===== src/rtl/piano_voice_if.sv =====
// piano_voice_if: key/octave/enable controls into the tone engine and
// the beeper/status outputs back out, bundled as one port.
interface piano_voice_if #(
  parameter int KEYS = 16
) ();
  localparam int IDX_W = $clog2(KEYS);

  logic [KEYS-1:0]  key_state;
  logic [1:0]       octave;
  logic             enable;
  logic             beeper;
  logic             active;
  logic [IDX_W-1:0] note_idx;

  // Controller / keyboard side
  modport master (
    output key_state, octave, enable,
    input  beeper, active, note_idx
  );

  // Tone engine side
  modport slave (
    input  key_state, octave, enable,
    output beeper, active, note_idx
  );
endinterface


===== src/rtl/piano_voice.sv =====
// piano_voice: single-voice square-wave tone engine. Picks the lowest
// pressed key, divides clk by that key's half-period (optionally shifted
// up by octaves), keeps sounding for a timed sustain tail after release,
// and retargets between notes without an extra beeper toggle.
module piano_voice #(
  parameter int KEYS  = 16,
  parameter int DIV_W = 20,
  parameter logic [KEYS*DIV_W-1:0] HALF_PERIODS = {
    20'd5733,  20'd6074,  20'd6818,  20'd7653,
    20'd8590,  20'd9101,  20'd10215, 20'd11467,
    20'd11467, 20'd12148, 20'd13636, 20'd15306,
    20'd17181, 20'd18202, 20'd20431, 20'd22934
  },
  parameter int SUS_W          = 24,
  parameter int SUSTAIN_CYCLES = 1200000
) (
  input logic         clk,
  input logic         rst,
  piano_voice_if.slave bus
);
  localparam int IDX_W = $clog2(KEYS);

  typedef enum logic [1:0] {IDLE, PLAY, SUSTAIN} state_t;

  state_t           state;
  logic [KEYS-1:0]  key_q;
  logic [DIV_W-1:0] half_r;
  logic [DIV_W-1:0] tone_cnt;
  logic [SUS_W-1:0] sus_cnt;
  logic             beeper_reg;
  logic             active_reg;
  logic [IDX_W-1:0] note_reg;

  logic [DIV_W-1:0] half_tab [KEYS];
  logic [IDX_W-1:0] sel;
  logic             any_key;
  logic [DIV_W-1:0] shifted;
  logic [DIV_W-1:0] eff;
  logic [DIV_W-1:0] tone_cnt_next;
  logic             beeper_next;

  // Unpack the flat half-period parameter into a per-key table
  genvar gi;
  generate
    for (gi = 0; gi < KEYS; gi++) begin : g_tab
      assign half_tab[gi] = HALF_PERIODS[gi*DIV_W +: DIV_W];
    end
  endgenerate

  // Fixed priority: lowest-index pressed key wins (scan from the top down)
  always_comb begin
    sel = '0;
    for (int k = KEYS - 1; k >= 0; k--) begin
      if (key_q[k]) sel = IDX_W'(k);
    end
  end

  assign any_key = |key_q;
  assign shifted = half_tab[sel] >> bus.octave;
  // A half-period of 0 would never wrap, so clamp deep octave shifts to 1
  assign eff     = (shifted == '0) ? DIV_W'(1) : shifted;

  // Free-running tone divider step used while a note is sounding
  always_comb begin
    tone_cnt_next = tone_cnt + DIV_W'(1);
    beeper_next   = beeper_reg;
    if (tone_cnt == half_r - DIV_W'(1)) begin
      tone_cnt_next = '0;
      beeper_next   = ~beeper_reg;
    end
  end

  // Key register plus the IDLE/PLAY/SUSTAIN voice FSM with registered outputs
  always_ff @(posedge clk or posedge rst) begin
    if (rst) begin
      key_q      <= '0;
      state      <= IDLE;
      half_r     <= DIV_W'(1);
      tone_cnt   <= '0;
      sus_cnt    <= '0;
      beeper_reg <= 1'b0;
      active_reg <= 1'b0;
      note_reg   <= '0;
    end else begin
      key_q <= bus.key_state;
      if (!bus.enable) begin
        state      <= IDLE;
        beeper_reg <= 1'b0;
        active_reg <= 1'b0;
        tone_cnt   <= '0;
        sus_cnt    <= '0;
      end else begin
        case (state)
          IDLE: begin
            beeper_reg <= 1'b0;
            active_reg <= 1'b0;
            tone_cnt   <= '0;
            if (any_key) begin
              note_reg   <= sel;
              half_r     <= eff;
              active_reg <= 1'b1;
              state      <= PLAY;
            end
          end
          PLAY: begin
            if (any_key && sel != note_reg) begin
              // Retarget: restart the divider but keep the current level
              note_reg <= sel;
              half_r   <= eff;
              tone_cnt <= '0;
            end else begin
              tone_cnt   <= tone_cnt_next;
              beeper_reg <= beeper_next;
              if (!any_key) begin
                state   <= SUSTAIN;
                sus_cnt <= '0;
              end
            end
          end
          SUSTAIN: begin
            if (any_key) begin
              // Always reload so a new octave setting takes effect
              note_reg <= sel;
              half_r   <= eff;
              tone_cnt <= '0;
              state    <= PLAY;
            end else if (sus_cnt == SUS_W'(SUSTAIN_CYCLES - 1)) begin
              state      <= IDLE;
              beeper_reg <= 1'b0;
              active_reg <= 1'b0;
              tone_cnt   <= '0;
              sus_cnt    <= '0;
            end else begin
              sus_cnt    <= sus_cnt + SUS_W'(1);
              tone_cnt   <= tone_cnt_next;
              beeper_reg <= beeper_next;
            end
          end
          default: state <= IDLE;
        endcase
      end
    end
  end

  assign bus.beeper   = beeper_reg;
  assign bus.active   = active_reg;
  assign bus.note_idx = note_reg;
endmodule


===== src/flat_wrapper.sv =====
// flat-port wrapper written by rule: the top's interface ports become plain ports
module piano_voice_flat 
#(
  parameter int KEYS  = 16,
  parameter int DIV_W = 20,
  parameter logic [KEYS*DIV_W-1:0] HALF_PERIODS = {
    20'd5733,  20'd6074,  20'd6818,  20'd7653,
    20'd8590,  20'd9101,  20'd10215, 20'd11467,
    20'd11467, 20'd12148, 20'd13636, 20'd15306,
    20'd17181, 20'd18202, 20'd20431, 20'd22934
  },
  parameter int SUS_W          = 24,
  parameter int SUSTAIN_CYCLES = 1200000
)
  (clk, rst, bus_key_state, bus_octave, bus_enable, bus_beeper, bus_active, bus_note_idx);
  piano_voice_if #(.KEYS(KEYS)) bus_i ();
  input logic clk;
  input logic rst;
  input wire logic [$bits(bus_i.key_state)-1:0] bus_key_state;
  input wire logic [$bits(bus_i.octave)-1:0] bus_octave;
  input wire logic [$bits(bus_i.enable)-1:0] bus_enable;
  output wire logic [$bits(bus_i.beeper)-1:0] bus_beeper;
  output wire logic [$bits(bus_i.active)-1:0] bus_active;
  output wire logic [$bits(bus_i.note_idx)-1:0] bus_note_idx;
  assign bus_i.key_state = bus_key_state;
  assign bus_i.octave = bus_octave;
  assign bus_i.enable = bus_enable;
  assign bus_beeper = bus_i.beeper;
  assign bus_active = bus_i.active;
  assign bus_note_idx = bus_i.note_idx;
  piano_voice #(.KEYS(KEYS), .DIV_W(DIV_W), .HALF_PERIODS(HALF_PERIODS), .SUS_W(SUS_W), .SUSTAIN_CYCLES(SUSTAIN_CYCLES)) u_core (.clk(clk), .rst(rst), .bus(bus_i));
endmodule

===== config.mk =====
export PLATFORM = sky130hd
export DESIGN_NAME = piano_voice_flat
export DESIGN_NICKNAME = d
export VERILOG_FILES = /design/src/rtl/piano_voice_if.sv /design/src/rtl/piano_voice.sv /design/src/flat_wrapper.sv
export SDC_FILE = /design/constraint.sdc
export NUM_CORES = 1
export LEC_CHECK = 0
export BUFFER_PORTS_ARGS = -buffer_cell sky130_fd_sc_hd__buf_2
export CAP_MARGIN = 15
export CELL_PAD_IN_SITES_DETAIL_PLACEMENT = 1
export CELL_PAD_IN_SITES_GLOBAL_PLACEMENT = 1
export CORE_MARGIN = 1
export CORE_UTILIZATION = 30
export CTS_CLUSTER_DIAMETER = 40
export DETAILED_ROUTE_END_ITERATION = 7
export MAX_ROUTING_LAYER = met4
export PLACE_DENSITY_LB_ADDON = 0.1
export SETUP_SLACK_MARGIN = 0.4
export SLEW_MARGIN = 30
export SYNTH_ARGS = -nofsm -noshare
export SYNTH_HDL_FRONTEND = slang
export SYNTH_SLANG_ARGS = --single-unit

===== constraint.sdc =====
create_clock -name clk -period 5.7 [get_ports clk]
set_input_delay 1.14 -clock clk [delete_from_list [all_inputs] [get_ports clk]]
set_output_delay 1.14 -clock clk [all_outputs]
set_load 0.02 [all_outputs]

==> impl_metrics.ini, run 1 <==
[floorplanning]
start_util_pct = 30.52
die_h_um = 139.7
coreArea_sq_mm = 0.01864
io_pins = 27
rows = 50
dieArea_sq_mm = 0.01952
die_w_um = 139.7

[timing]
fin_crit_ps = 3812
worstMarginPinSlew_ps = 960.5
drv_slew = 0
fmax_ghz = 0.2623
setup_viol = 0
maxSlewHeadroom_pct = 35.97
tns_ps = 0
hold_viol_final = 0
fin_crit_sh_pct = 66.88
final.setup_skew_ps = 6.448
rsz0062_at_grt = false

[detailed_routing]
drcViolationCount = 0
finalWirelength_mm = 16.00
avgRoutedWirePerCell_um = 18.29
final_antenna_net_count = 0
num_vias = 4846
vias_per_cell = 5.538
firstDrtPassIters = 4
drtIter0Drc = 157

[synthesis]
synth_cell_types = 81
syn_area_sq_mm = 0.005690
synthesis.nets = 666
synthTopCellsByArea = dfrtp_1 36%, nor2_1 4.5%, ha_1 4.0%
synth.most_common_cell = dfrtp_1
yosys.area.top_type_share_pct = 36.06
synth_area_per_cell_sq_um = 9.076
synth_edf_count = 0
netlist_instances = 627
ys_ff_latch = 83
synthTopCellsByCount = 82 x dfrtp_1, 68 x nor2_1, 54 x nand2_1
synth_async_sr_flop_share_pct = 100.0
synth_warnings = 0
synth_ff_type = dfrtp_1
ys_seq_area_share_pct = 36.52
yosys.area.top_type = dfrtp_1

[job]
maxCapViolations = 0

[pwr]
ir_worst_vdd_mv = 0.1500
power_density_mw_per_mm2 = 306.5
p_leak_nw = 2.614
finalPower_mw = 1.949

[clock_network]
numCtsBuffers = 9
hold_buffers = 0
clkTransAtPathRegs_ps = 70
htreeDepth = 3
clockRootBuffer = clkbuf_16
cts_max_path_buffers = 2
cts_setup_buffers = 0
clkSinkCount = 83
cts-resized-gates = 0
clock_latency_ps = 340
cts_tree = yes

[layout]
reg_top3 = u_core.sus_cnt: 24 flops, u_core.tone_cnt: 20 flops, u_core.key_q: 16 flops
top_register = u_core.sus_cnt
post-route-util_pct = 34.11
antenna_cells = 0
drive_above_1_share_pct = 14.82
area_growth_pct = 11.76
nNetsFinal = 675
largest_reg_flops = 24
fill_cells = 2169

[grt]
antenna_found_initial = 0
overflow = 0
grt_pass1_vias = 5053
grt_pass1_wl_mm = 26.88
grt_start_max_net_pins = 67
grt_usage_pct = 17.77

[critical_path]
crit_path_top_delay_cell = o21ai_0
reg2reg_from = u_core.key_q[13]
path_class = reg -> reg
cp.arrival_ps = 4040
critPathMaxStageDelay_ps = 610
crit_path_cell_trace = o31ai_1, a211oi_1, o21ai_0, inv_1, ha_1, or3_1, nand2_1, mux2i_1, a2111oi_2, a21oi_1, mux2_4
cp-startpoint = u_core.key_q[13]
crit_fanout = 6
cp.required_ps = 5930
cp-start-kind = register
critPathCaptureType = register

[placement]
hpwl_mm = 11.49
port_buffers = 26
gp_congestion = 0.7905

[status]
outcome = finished, final reports clean

[worst_hold_path]
min_path_type = reg -> reg
holdCritStartpoint = u_core.bus.beeper
path summary, 6_finish.rpt:
| path | endpoint | slack (ps) | cells after the start |
|---|---|---|---|
| min in group asynchronous | u_core.bus.note_idx[1] | 730 | 2 |
| max reg2reg | u_core.half_r[1] | 1890 | 11 |
| min | u_core.bus.beeper | 540 | 1 |
| min reg2reg | u_core.bus.beeper | 540 | 1 |
| max in group asynchronous | u_core.tone_cnt[19] | 4030 | 3 |
| max | u_core.half_r[1] | 1890 | 11 |
logic make-up (layout without fill, tap and decap cells):
logic type / count (synthesis) / in the layout / synth area share (%)
DFF: 83 / 83 / 36.52
xor gates and xnor gates: 32 / 32 / 4.925
adders and majority gates: 19 / 19 / 4.134
buffers and inverters: 52 / 66 / 4.090
and+or+nand+nor: 254 / 254 / 24.23
AOI/OAI and AO/OA: 150 / 150 / 18.80
muxes: 37 / 37 / 7.300
per-layer routing:
metal | global-route usage [%] | part of all wire, % | routed length, um | vias to the layer above
met5 | - | 0 | 0 | -
met2 | 29.34 | 48 | 7692 | 52
met4 | 4.743 | 1.2 | 193 | 0
met3 | 2.581 | 1.9 | 308 | 14
li1 | - | - | - | 2338
met1 | 22.64 | 49 | 7810 | 2442
report_power, final:
| group | internal [mW] | switching (mW) | leakage [nW] | total (mW) |
|---|---|---|---|---|
| logic | 0.202 | 0.314 | 1.37 | 0.516 |
| clock network | 0.433 | 0.265 | 0.167 | 0.698 |
| registers | 0.647 | 0.0887 | 1.08 | 0.735 |
| total | 1.28 | 0.668 | 2.61 | 1.95 |
worst max-delay path, delay by kind of cell, from the launching register on:
kind	cells	cell delay (ps)
and+or+nand+nor	2	600
DFF	1	420
buffers and inverters	1	250
adders and majority gates	1	400
AOI/OAI and AO/OA	5	1630
muxes	2	400
stage by stage:
stage	cells	hold slack, ps	cell area [sq um]	setup slack (ps)
after floorplan	627	492.8	5690	2425
after global placement	858	514.2	5976	1856
after detailed placement	859	529.9	5991	1908
after CTS	875	541.5	6340	1895
after global routing	875	558.9	6360	1590
final	875	535.0	6360	1888
cell usage in the layout, fill, tap and decap left out, drive strengths merged, types with 20 or more instances in the layout:
cell   Yosys  final
buf       17     29
nor2      70     70
nand3     29     29
a31oi     21     21
inv       21     22
xor2      21     21
nor3      20     20
a21oi     29     29
nand2     55     55
dfrtp     82     82
o21ai     31     31
cell type report:
cell class,instances,area (sq um),area share [%]
Sequential cell,83,2078,32.68
Timing Repair Buffer,29,160.2,2.518
Multi-Input combinational cell,492,3400,53.45
Inverter,21,80.08,1.259
Clock buffer,9,225.2,3.541
Tap cell,234,292.8,4.604
Clock inverter,7,123.9,1.948
No activity file was read; power rests on OpenSTA's default activity.
==> inputs of run 2 (changes only) <==
clock period = 3.15 ns   (was 5.7 ns; I/O delays follow)
==> run 2 against run 1 <==
First-iteration DRC count increased by 25%. Sequential cell count unchanged. Cell count increased by 7.9%. Power is 100% higher. Global-route usage up 1.9 points. Clock power increased by 68%. Clock skew is 2.0 ps higher. Critical path depth grew 1. Clock-buffer cell count unchanged. Combinational power grew to 2.7 times the previous value. Largest power group is now combinational cells.
==> impl_metrics.ini, run 2 (synthesized netlist as in run 1, its figures left out) <==
[status]
outcome = finished, final reports clean

[critical_path]
timing.rr.end = u_core.half_r[1]
path_class = reg -> reg
regToRegSetupSlack_ps = 210
cp.required_ps = 3380
rr_worst_depth = 12
critPathCaptureType = register
reg2reg_from = u_core.key_q[0]
cp-start-kind = register
cp.arrival_ps = 3170
crit_fanout = 4

[layout]
fill_cells = 2076
instances_no_fill = 944
drive_above_1_share_pct = 32.25
multi_input_area_sq_mm = 0.003900
reg_top3 = u_core.sus_cnt: 24 flops, u_core.tone_cnt: 20 flops, u_core.key_q: 16 flops
final_cell_mix = 79 x dfrtp_1, 66 x nor2_1, 53 x nand2_1, 45 x buf_4, 26 x buf_2
largest_reg_flops = 24
top_register = u_core.sus_cnt
final_area_sq_mm = 0.007631
seqCellArea_sq_mm = 0.002082
nNetsFinal = 745
antenna_cells = 0
area_growth_pct = 34.10
post-route-util_pct = 40.93
mostFrequentLayoutCell = dfrtp_1

[timing]
drv_slew = 0
rsz0062_at_grt = true
tns_ps = 0
fmax_ghz = 0.3400
maxSlewHeadroom_pct = 61.93
final.setup_skew_ps = 8.442
setup_viol = 0
fin_crit_sh_pct = 93.38
worstMarginPinSlew_ps = 565.1
fin_crit_ps = 2941
hold_viol_final = 0

[detailed_routing]
drcViolationCount = 0
firstDrtPassIters = 6
num_vias = 5216
final_antenna_net_count = 0
drtIter0Drc = 196
finalWirelength_mm = 18.23
vias_per_cell = 5.525
avgRoutedWirePerCell_um = 19.31

[placement]
gp_congestion = 0.8281
dp.cells = 883
hpwl_mm = 11.60
dpl_cell_area_sq_mm = 0.006241
port_buffers = 26

[pwr]
ir_worst_vdd_mv = 0.3087
finalPower_mw = 3.903
p_leak_nw = 3.112
power_density_mw_per_mm2 = 511.5

[grt]
grt_usage_pct = 19.71
overflow = 0
grt_pass1_wl_mm = 29.84
grt_pass1_vias = 5555
grt_start_max_net_pins = 84
antenna_found_initial = 0

[floorplanning]
io_pins = 27
start_util_pct = 30.52
coreArea_sq_mm = 0.01864
die_h_um = 139.7
rows = 50
die_w_um = 139.7
dieArea_sq_mm = 0.01952

[clock_network]
cts_max_path_buffers = 2
clock_latency_ps = 350
clkTransAtPathRegs_ps = 70
hold_buffers = 0
numCtsBuffers = 9
clockRootBuffer = clkbuf_16
cts_tree = yes
htreeDepth = 3
clkSinkCount = 83

[worst_hold_path]
hold_depth = 1
min_path_type = in -> reg
hold_end = u_core.key_q[5]
holdCritStartpoint = bus_key_state[5]

[job]
maxCapViolations = 0
==> run 2: final cells by class <==
| cell class | instances | area share (%) |
|---|---|---|
| repair buffers | 99 | 12.54 |
| clock buffers | 9 | 2.951 |
| clock inverters | 6 | 1.164 |
| inverters | 21 | 1.115 |
| multi-input cells | 492 | 51.11 |
| flip-flops and latches | 83 | 27.28 |
| well taps | 234 | 3.837 |
==> run 2: per-layer routing <==
| layer | track usage, % | wire, um |
|---|---|---|
| met1 | 24.90 | 8640 |
| met2 | 32.95 | 8982 |
| met3 | 2.719 | 364 |
| met4 | 5.205 | 242 |
| met5 | - | 0 |
==> run 2: through the flow <==
step                      hold slack [ps]  setup WS [ps]
after floorplan                     492.8          240.4
after global placement              511.0          141.1
after detailed placement            533.4          61.54
after CTS                           367.7          230.3
after global routing                365.6          137.4
final                               383.0          208.6
==> run 2: power by group <==
| group | total (mW) | internal (mW) | switching [mW] |
|---|---|---|---|
| combinational | 1.41 | 0.670 | 0.742 |
| clock | 1.17 | 0.692 | 0.474 |
| sequential | 1.32 | 1.17 | 0.155 |
| total | 3.90 | 2.53 | 1.37 |
==> run 2: critical path: stages (launching register included) <==
cell and delay, ps:
dfrtp_1 380, or3_4 390, a211o_1 260, a21oi_2 150, or2_4 160, inv_4 40
ha_4 240, or3_4 390, nand2_4 100, mux2i_4 80, a2111oi_4 290, a21oi_1 70
mux2_4 270
==> run 2: worst max-delay path by stage <==
stage / endpoint / slack, ps / from
floorplan: u_core.half_r[1] / 240 / u_core.key_q[0]
global placement: u_core.half_r[1] / 140 / u_core.key_q[0]
detailed placement: u_core.half_r[1] / 60 / u_core.key_q[0]
CTS: u_core.half_r[1] / 230 / u_core.key_q[0]
global route: u_core.half_r[1] / 140 / u_core.key_q[0]
finish: u_core.half_r[1] / 210 / u_core.key_q[0]
==> run 2: repair_timing <==
item                                    4_1_cts  5_1_grt
resized for setup                            78       42
endpoints found under the setup margin       38       40
setup buffers                                34        5
pin swaps                                    26       22
gates cloned                                  4        3
